===== src/rtl/defuzz_wavg.sv =====
// Sequential weighted-average (singleton centroid) defuzzifier: one shared multiplier, 35-step restoring divider.
// Optional build macro DEFUZZ_ROUND_EN selects round-half-away-from-zero instead of truncation.
module defuzz_wavg #(
    parameter logic signed [15:0] S_NN      = -16'sd16384,
    parameter logic signed [15:0] S_NP      = -16'sd4096,
    parameter logic signed [15:0] S_PN      = 16'sd4096,
    parameter logic signed [15:0] S_PP      = 16'sd16384,
    parameter logic signed [15:0] DEFAULT_Y = 16'sd0
) (
    input  logic        clk,
    input  logic        rst_n,
    input  logic        in_valid,
    output logic        in_ready,
    input  logic [15:0] w_nn,
    input  logic [15:0] w_np,
    input  logic [15:0] w_pn,
    input  logic [15:0] w_pp,
    output logic        out_valid,
    input  logic        out_ready,
    output logic [15:0] y,
    output logic        zero_w
);

    typedef enum logic [2:0] {IDLE, MAC, DIV, FIX, DONE} state_t;

    state_t              r_state;
    state_t              w_state_nx;

    logic [15:0]         r_wt [0:3];
    logic [1:0]          r_idx;
    logic signed [34:0]  r_num;
    logic [17:0]         r_den;
    logic [34:0]         r_quo;
    logic [17:0]         r_rem;
    logic [5:0]          r_cnt;
    logic [15:0]         r_y;
    logic                r_zero;
    logic                r_out_valid;

    // MAC datapath: one rule per cycle through the shared multiplier
    logic [15:0]         w_wsel;
    logic signed [15:0]  w_ssel;
    logic signed [32:0]  w_prod;
    logic signed [34:0]  w_num_nx;
    logic [17:0]         w_den_nx;
    logic [34:0]         w_num_abs;

    always_comb begin
        w_wsel = r_wt[r_idx];
        case (r_idx)
            2'd0:    w_ssel = S_NN;
            2'd1:    w_ssel = S_NP;
            2'd2:    w_ssel = S_PN;
            default: w_ssel = S_PP;
        endcase
    end

    assign w_prod    = $signed({1'b0, w_wsel}) * w_ssel;
    assign w_num_nx  = r_num + {{2{w_prod[32]}}, w_prod};
    assign w_den_nx  = r_den + {2'b00, w_wsel};
    assign w_num_abs = w_num_nx[34] ? 35'(-w_num_nx) : 35'(w_num_nx);

    // Restoring divider: r_quo shifts the dividend out MSB-first and the quotient in
    logic [18:0]         w_rem_sh;
    logic [18:0]         w_rem_diff;
    logic                w_qbit;
    logic [17:0]         w_rem_nx;

    assign w_rem_sh   = {r_rem, r_quo[34]};
    assign w_rem_diff = w_rem_sh - {1'b0, r_den};
    assign w_qbit     = (w_rem_sh >= {1'b0, r_den});
    assign w_rem_nx   = w_qbit ? w_rem_diff[17:0] : w_rem_sh[17:0];

    // Final sign, rounding and saturation
    logic                w_rnd;
    logic signed [35:0]  w_mag;
    logic signed [35:0]  w_sgn;
    logic [15:0]         w_y_fix;

`ifdef DEFUZZ_ROUND_EN
    assign w_rnd = ({r_rem, 1'b0} >= {1'b0, r_den});
`else
    assign w_rnd = 1'b0;
`endif

    assign w_mag = $signed({1'b0, r_quo}) + $signed({35'd0, w_rnd});
    assign w_sgn = r_num[34] ? -w_mag : w_mag;

    always_comb begin
        if (w_sgn > 36'sd32767)
            w_y_fix = 16'h7FFF;
        else if (w_sgn < -36'sd32768)
            w_y_fix = 16'h8000;
        else
            w_y_fix = w_sgn[15:0];
    end

    // FSM
    always_ff @(posedge clk or negedge rst_n) begin
        if (!rst_n)
            r_state <= IDLE;
        else
            r_state <= w_state_nx;
    end

    always_comb begin
        w_state_nx = r_state;
        case (r_state)
            IDLE: if (in_valid)        w_state_nx = MAC;
            MAC:  if (r_idx == 2'd3)   w_state_nx = (w_den_nx == 18'd0) ? FIX : DIV;
            DIV:  if (r_cnt == 6'd34)  w_state_nx = FIX;
            FIX:                       w_state_nx = DONE;
            DONE: if (out_ready)       w_state_nx = IDLE;
            default:                   w_state_nx = IDLE;
        endcase
    end

    always_ff @(posedge clk or negedge rst_n) begin
        if (!rst_n) begin
            for (int i = 0; i < 4; i++) r_wt[i] <= '0;
            r_idx       <= '0;
            r_num       <= '0;
            r_den       <= '0;
            r_quo       <= '0;
            r_rem       <= '0;
            r_cnt       <= '0;
            r_y         <= '0;
            r_zero      <= 1'b0;
            r_out_valid <= 1'b0;
        end else begin
            case (r_state)
                IDLE: begin
                    if (in_valid) begin
                        r_wt[0] <= w_nn;
                        r_wt[1] <= w_np;
                        r_wt[2] <= w_pn;
                        r_wt[3] <= w_pp;
                        r_num   <= '0;
                        r_den   <= '0;
                        r_idx   <= '0;
                    end
                end
                MAC: begin
                    r_num <= w_num_nx;
                    r_den <= w_den_nx;
                    r_idx <= r_idx + 2'd1;
                    if (r_idx == 2'd3) begin
                        r_quo <= w_num_abs;
                        r_rem <= '0;
                        r_cnt <= '0;
                    end
                end
                DIV: begin
                    r_rem <= w_rem_nx;
                    r_quo <= {r_quo[33:0], w_qbit};
                    r_cnt <= r_cnt + 6'd1;
                end
                FIX: begin
                    if (r_den == 18'd0) begin
                        r_y    <= DEFAULT_Y;
                        r_zero <= 1'b1;
                    end else begin
                        r_y    <= w_y_fix;
                        r_zero <= 1'b0;
                    end
                    r_out_valid <= 1'b1;
                end
                DONE: begin
                    if (out_ready) r_out_valid <= 1'b0;
                end
                default: ;
            endcase
        end
    end

    assign in_ready  = (r_state == IDLE);
    assign out_valid = r_out_valid;
    assign y         = r_y;
    assign zero_w    = r_zero;

endmodule


===== config.mk =====
export PLATFORM = sky130hd
export DESIGN_NAME = defuzz_wavg
export DESIGN_NICKNAME = d
export VERILOG_FILES = /design/src/rtl/defuzz_wavg.sv
export SDC_FILE = /design/constraint.sdc
export NUM_CORES = 1
export LEC_CHECK = 0
export CAP_MARGIN = 30
export CORE_MARGIN = 3
export CORE_UTILIZATION = 25
export CTS_BUF_LIST = sky130_fd_sc_hd__clkbuf_8
export DETAILED_ROUTE_END_ITERATION = 7
export PLACE_DENSITY = 0.44
export SLEW_MARGIN = 20
export SYNTH_ARGS = -nofsm -noshare
export SYNTH_HDL_FRONTEND = slang
export SYNTH_SLANG_ARGS = --single-unit

===== constraint.sdc =====
create_clock -name clk -period 12.5 [get_ports clk]
set_input_delay 3.125 -clock clk [delete_from_list [all_inputs] [get_ports clk]]
set_output_delay 3.125 -clock clk [all_outputs]
set_load 0.01 [all_outputs]

==> impl_metrics.prom <==
# TYPE chip_impl_metric gauge
chip_impl_info{name="outcome",value="finished clean"} 1
chip_impl_metric{name="clk-insertion-delay-late",unit="ns"} 0.57
chip_impl_info{name="worst_hold_path_type",value="reg -> reg"} 1
chip_impl_metric{name="synth_xor_xnor_area_share",unit=""} 0.0699
chip_impl_metric{name="initialDrtViolationCount",unit=""} 514
chip_impl_metric{name="cap_viol_max_count",unit=""} 0
chip_impl_metric{name="share_of_the_synthesized_area_in_compound_gates_ao_oa_aoi_oai",unit=""} 0.160
chip_impl_metric{name="coreArea",unit="mm2"} 0.0584
chip_impl_info{name="path_common_cell",value="sky130_fd_sc_hd__ha_1"} 1
chip_impl_metric{name="arrival",unit="ns"} 9.15
chip_impl_metric{name="synth.distinct_cells",unit=""} 79
chip_impl_metric{name="detail_route.vias_per_cell",unit=""} 4.77
chip_impl_metric{name="boundaryPins",unit=""} 87
chip_impl_metric{name="synth_seq_area_share",unit=""} 0.314
chip_impl_metric{name="yosys_warnings",unit=""} 0
chip_impl_metric{name="drc",unit=""} 0
chip_impl_metric{name="syn_nets",unit=""} 1838
chip_impl_info{name="crit_path_start_kind",value="flip-flop"} 1
chip_impl_metric{name="detailedPlacementHpwl",unit="um"} 29700
chip_impl_metric{name="maxSlewViolCount",unit=""} 0
chip_impl_metric{name="postCtsHoldBufs",unit=""} 0
chip_impl_metric{name="layout-drive-gt1-share",unit=""} 0.104
chip_impl_metric{name="synth_enable_flop_cells",unit=""} 0
chip_impl_metric{name="synth_simple_gate_area_share",unit=""} 0.153
chip_impl_metric{name="slew_headroom",unit=""} 0.452
chip_impl_metric{name="detailroute.via_count",unit=""} 11500
chip_impl_info{name="post_synth_most_frequent_cells",value="187 x sky130_fd_sc_hd__dfrtp_1, 151 x sky130_fd_sc_hd__ha_1, 149 x sky130_fd_sc_hd__nand2_1"} 1
chip_impl_metric{name="post_synthesis_adder_cell_area_fraction",unit=""} 0.168
chip_impl_metric{name="num-fill-cells",unit=""} 6169
chip_impl_metric{name="final_net_count",unit=""} 1887
chip_impl_metric{name="postCtsSetupRepairBufs",unit=""} 0
chip_impl_metric{name="cts_made_buffers",unit=""} 17
chip_impl_metric{name="num_rows",unit=""} 88
chip_impl_metric{name="post-route-period-util",unit=""} 0.691
chip_impl_info{name="synth_flop_cell",value="sky130_fd_sc_hd__dfrtp_1"} 1
chip_impl_metric{name="grt_antenna_before_repair",unit=""} 2
chip_impl_metric{name="flow.area_growth_from_synthesis",unit="%"} 14.0
chip_impl_info{name="clock-root-buffer",value="sky130_fd_sc_hd__clkbuf_8"} 1
chip_impl_metric{name="grt_pass1_vias",unit=""} 11700
chip_impl_metric{name="groute.usage.overall",unit=""} 0.128
chip_impl_metric{name="chipHeight",unit="um"} 250
chip_impl_metric{name="drt_first_pass_iters",unit=""} 4
chip_impl_metric{name="final_wirelength",unit="um"} 39300
chip_impl_metric{name="finalWorstPathRequiredPeriod",unit="ns"} 8.64
chip_impl_info{name="worst-setup-path-type",value="reg -> reg"} 1
chip_impl_metric{name="initial_core_utilization",unit=""} 0.256
chip_impl_metric{name="wire_per_inst",unit="um"} 16.3
chip_impl_metric{name="grt_start_max_net_pins",unit=""} 77
chip_impl_metric{name="wire_length_of_the_first_global_routing_pass",unit="um"} 64700
chip_impl_info{name="setup_repair_after_global_routing_missed_its_margin",value="no"} 1
chip_impl_info{name="synth.most_common_cell",value="sky130_fd_sc_hd__dfrtp_1"} 1
chip_impl_info{name="combinational_family_with_the_most_area_after_synthesis",value="adder cells"} 1
chip_impl_metric{name="final.setup.tns",unit="ns"} 0
chip_impl_metric{name="fin_util",unit=""} 0.291
chip_impl_metric{name="required",unit="ns"} 13.00
chip_impl_metric{name="worstPathMaxFanout",unit=""} 25
chip_impl_metric{name="die_area",unit="mm2"} 0.0626
chip_impl_metric{name="synth.ff_latch_count",unit=""} 187
chip_impl_metric{name="largest_stage_delay_on_the_critical_path",unit="ns"} 0.57
chip_impl_metric{name="finClkSkew",unit="ns"} 0.0259
chip_impl_metric{name="route.antenna.remaining_nets",unit=""} 0
chip_impl_metric{name="clock_tree.buffer_depth",unit=""} 2
chip_impl_metric{name="cts.repair.resized",unit=""} 0
chip_impl_metric{name="grt_remaining_overflow",unit=""} 0
chip_impl_metric{name="tritoncts_num_sinks",unit=""} 187
chip_impl_metric{name="maxClockFrequency",unit="MHz"} 116
chip_impl_metric{name="instance_count_of_the_mapped_netlist",unit=""} 1588
chip_impl_metric{name="worst_slew_pin_slew",unit="ns"} 0.820
chip_impl_metric{name="fp.dieW",unit="um"} 250
chip_impl_info{name="synth.area.top_cells",value="sky130_fd_sc_hd__dfrtp_1 31%, sky130_fd_sc_hd__ha_1 13%, sky130_fd_sc_hd__mux2_2 4.9%"} 1
chip_impl_metric{name="place.port_buffers",unit=""} 86
chip_impl_info{name="tritoncts",value="yes"} 1
chip_impl_metric{name="post_synthesis_cell_area",unit="mm2"} 0.0149
chip_impl_info{name="critPathCaptureType",value="flip-flop"} 1
chip_impl_metric{name="cts_htree_levels",unit=""} 4
chip_impl_metric{name="final-hold-violation-count",unit=""} 0
chip_impl_info{name="synthDominantAreaCellType",value="sky130_fd_sc_hd__dfrtp_1"} 1
chip_impl_metric{name="cts.clk_slew.worst_paths",unit="ns"} 0.11
chip_impl_info{name="critical-path-slowest-cell",value="sky130_fd_sc_hd__ha_1"} 1
chip_impl_metric{name="diodes_inserted",unit=""} 0
chip_impl_metric{name="synthMuxAreaShare",unit=""} 0.0867
chip_impl_metric{name="syn_area_per_cell",unit="um2"} 9.39
chip_impl_metric{name="postLayoutCellArea",unit="mm2"} 0.0170
chip_impl_metric{name="setup-violations-final",unit=""} 0
chip_impl_metric{name="gpl.final_weighted_congestion",unit=""} 0.820
chip_impl_metric{name="synth.top_cell.area_share",unit=""} 0.314
chip_impl_metric{name="dpl-instance-area",unit="mm2"} 0.0166
chip_impl_metric{name="async_flop_share",unit=""} 1.00
[critical path: cells and delay by family, from the launching register on]
kind,cells,cell delay (ns)
fa+ha+maj,10,3.21
compound gates,12,2.35
simple gates,6,1.30
buf+inv,5,0.96
xor+xnor,3,0.38
flops,1,0.34
[cells in the final DEF, fill, tap and decap left out, drive strengths merged, types with 6 or more instances in the layout]
cell,instances
xnor2,68
nor2b,29
nor4,7
mux2i,20
o211ai,18
dfrtp,187
a22o,10
nor3,22
clkinv,6
xor2,51
nand4,18
a21o,21
inv,116
a22oi,21
buf,16
o21a,8
o21bai,13
fa,31
a21oi,57
o41ai,11
o31ai,15
nand2b,16
or2,11
nand2,149
a31oi,10
o21ai,131
or3,14
clkbuf,19
ha,151
mux2,65
and3,11
clkdlybuf4s50,85
nor2,76
mux4,16
nand3,57
and2,25
[stage by stage]
stage / hold slack, ns / instances / worst slack [ns]
global route: 0.512 / 2415 / 3.23
detailed placement: 0.473 / 2381 / 3.93
finish: 0.487 / 2415 / 3.86
CTS: 0.496 / 2413 / 3.82
global placement: 0.467 / 2381 / 4.10
floorplan: 0.451 / 1588 / 3.95
[flip-flops by register name, summed over array words and instances, names as in the netlist]
signal     flops
out_valid      1
r_cnt          6
r_den         18
r_idx          2
r_num         23
r_quo         35
r_rem         18
r_state        3
r_wt          64
y             16
zero_w         1
[layout make-up]
class                   instances  area, um2  share of cell area
inverters                     111        417              0.0245
multi-input cells            1218       9540               0.561
flip-flops and latches        187       4680               0.275
clock buffers                  18        248              0.0146
well taps                     765        957              0.0563
repair buffers                102       1000              0.0589
clock inverters                14        160             0.00942
[final timing paths]
check	start	to	slack [ns]	cells after the start
min in group asynchronous	rst_n	r_quo[26]	2.56	1
worst min register to register	y[0]	y[0]	0.49	2
worst min-delay path	y[0]	y[0]	0.49	2
worst max register to register	r_idx[0]	r_quo[28]	3.86	36
worst max-delay path	r_idx[0]	r_quo[28]	3.86	36
max in group asynchronous	rst_n	r_wt[1]	7.90	3
[logic make-up after synthesis]
kind of cell,after synthesis
xor gates and xnor gates,119
AOI/OAI and AO/OA,360
adders and majority gates,182
muxes,101
DFF,187
and+or+nand+nor,456
buffers and inverters,183
[routing by layer]
layer,wire (um),part of all wire,vias up,GRT usage
li1,-,-,5730,-
met4,480,0.012,2,0.0323
met1,19700,0.50,5594,0.181
met5,13,0.00033,-,0
met2,18000,0.46,150,0.201
met3,1140,0.029,35,0.0256
Power is not shown: default switching activity piles up to over one toggle a cycle in this logic, so the estimate is an artifact.
==> patch, RTL diff (config.mk and constraints unchanged) <==
Build with the macro `DEFUZZ_ROUND_EN` defined.
--- a/src/rtl/defuzz_wavg.sv
+++ b/src/rtl/defuzz_wavg.sv
@@ -1,5 +1,7 @@
 // Sequential weighted-average (singleton centroid) defuzzifier: one shared multiplier, 35-step restoring divider.
 // Optional build macro DEFUZZ_ROUND_EN selects round-half-away-from-zero instead of truncation.
+`define DEFUZZ_ROUND_EN
+
 module defuzz_wavg #(
     parameter logic signed [15:0] S_NN      = -16'sd16384,
     parameter logic signed [15:0] S_NP      = -16'sd4096,
Formal check against the unedited RTL: no difference found for any inputs over 10 cycles, from zero or initial values and one cycle with rst_n low; that may be too few to reach the edited logic, so the function may still have changed.
==> patch against the unedited design <==
Worst setup slack lost 0.65 ns; area after synthesis grew 12%; routed wire length grew 17%; worst hold slack gained 0.013 ns; critical path depth grew 2; maximum frequency shrank 7.0%; via count grew 21%; cell area grew 11%; critical path type unchanged; die area grew 12%; sequential cell count is the same; global-route usage grew 0.53 points.
Power is not shown: default switching activity piles up to over one toggle a cycle in this logic, so the estimate is an artifact.
==> patch: results (changes against the unedited design) <==
| Metric | Value |
|---|---|
| CP max FO | `20 (was 25)` |
| First-pass GRT wire length | `76.0 mm (was 64.7 mm)` |
| Post-Syn Instances | `1913 (was 1588)` |
| GR Util All Layers | `0.134 (was 0.128)` |
| Drt pass-1 iters | `5 (was 4)` |
| Met2 usage | `0.219 (was 0.201)` |
| Final #Nets | `2194 (was 1887)` |
| RR Startpoint | `r_idx[1] (was r_idx[0])` |
| Post-Place Cell Area | `0.0184 mm2 (was 0.0166 mm2)` |
| DR vias/cell | `4.94 (was 4.77)` |
| Synth top area cells | `dfrtp_1 (28%), ha_1 (11%), nand2_1 (4.5%), mux2_2 (4.4%), xnor2_1 (4.0%) (was dfrtp_1 (31%), ha_1 (13%), mux2_2 (4.9%), o21ai_0 (4.2%), fa_1 (4.2%))` |
| WP data arrival | `9.80 ns (was 9.15 ns)` |
| Min-delay src | `y[15] (was y[0])` |
| Reg-to-reg setup timing slack | `3.21 ns (was 3.86 ns)` |
| DR WL/cell | `16.3 um (about the same)` |
| WL met3 | `1.31 mm (was 1.14 mm)` |
| R2R cell count | `38 (was 36)` |
| Met3 usage | `0.0181 (was 0.0256)` |
| Cell variety after synth | `78 (was 79)` |
| CP peak stage delay | `0.51 ns (was 0.57 ns)` |
| Hold_ws | `0.500 ns (was 0.487 ns)` |
| Final clock skew | `0.0252 ns (was 0.0259 ns)` |
| Hold path endpoint | `y[15] (was y[0])` |
| Initial antenna violation count | `0 (was 2)` |
| Top Layer Used | `met4 (was met5)` |
| Vias in the first global route | `13900 (was 11700)` |
| Reg-to-reg critical path endpoint | `r_quo[14] (was r_quo[28])` |
| DP HPWL | `35.4 mm (was 29.7 mm)` |
| Max-slew headroom | `0.372 (was 0.452)` |
| Met2 WL post-DR | `21.6 mm (was 18.0 mm)` |
| Initial DRC Count | `772 (was 514)` |
| Final Wtd Congestion | `0.790 (was 0.820)` |
| Largest net degree at the start of global routing | `75 (was 77)` |
| Top delay family on crit path | `adder cells (unchanged)` |
| Status | `finished clean (unchanged)` |
| DRT met1 WL | `22.5 mm (was 19.7 mm)` |
| Via count | `13900 (was 11500)` |
| Slowest cell on crit path | `fa_1 (was ha_1)` |
| Sequential area share after synthesis | `0.280 (was 0.314)` |
| Top cells by count, synth | `nand2_1 (200), dfrtp_1 (187), ha_1 (153) (was dfrtp_1 (187), ha_1 (151), nand2_1 (149))` |
| Routing usage on met1 | `0.185 (was 0.181)` |
| Share of cells above drive strength 1 | `0.0870 (was 0.104)` |
patch: changes by cell type after synthesis, moves of 22 or more:
| cell | delta |
|---|---|
| nor2_1 | +58 |
| nand2_1 | +51 |
| nand4_1 | +44 |
| nor3_1 | +33 |
| nand3_1 | +28 |
| clkbuf_1 | +22 |
patch: layout make-up:
| cell class | instances | area [um2] |
|---|---|---|
| tap | 864 | 1080 |
| timing repair buffer | 106 | 1040 |
| inverter | 111 | 417 |
| clock buffer | 17 | 234 |
| multi-input combinational | 1519 | 11200 |
| clock inverter | 15 | 203 |
| fill | 6979 | 47100 |
| sequential | 187 | 4680 |
patch: cell families after synthesis:
family                   after synthesis  synth area share
multiplexers                         120            0.0891
buffers and inverters                207            0.0478
AND/OR/NAND/NOR                      740             0.225
flip-flops                           187             0.280
AO/OA/AOI/OAI                        343             0.136
XOR/XNOR                             132            0.0702
adder cells (fa/ha/maj)              184             0.152
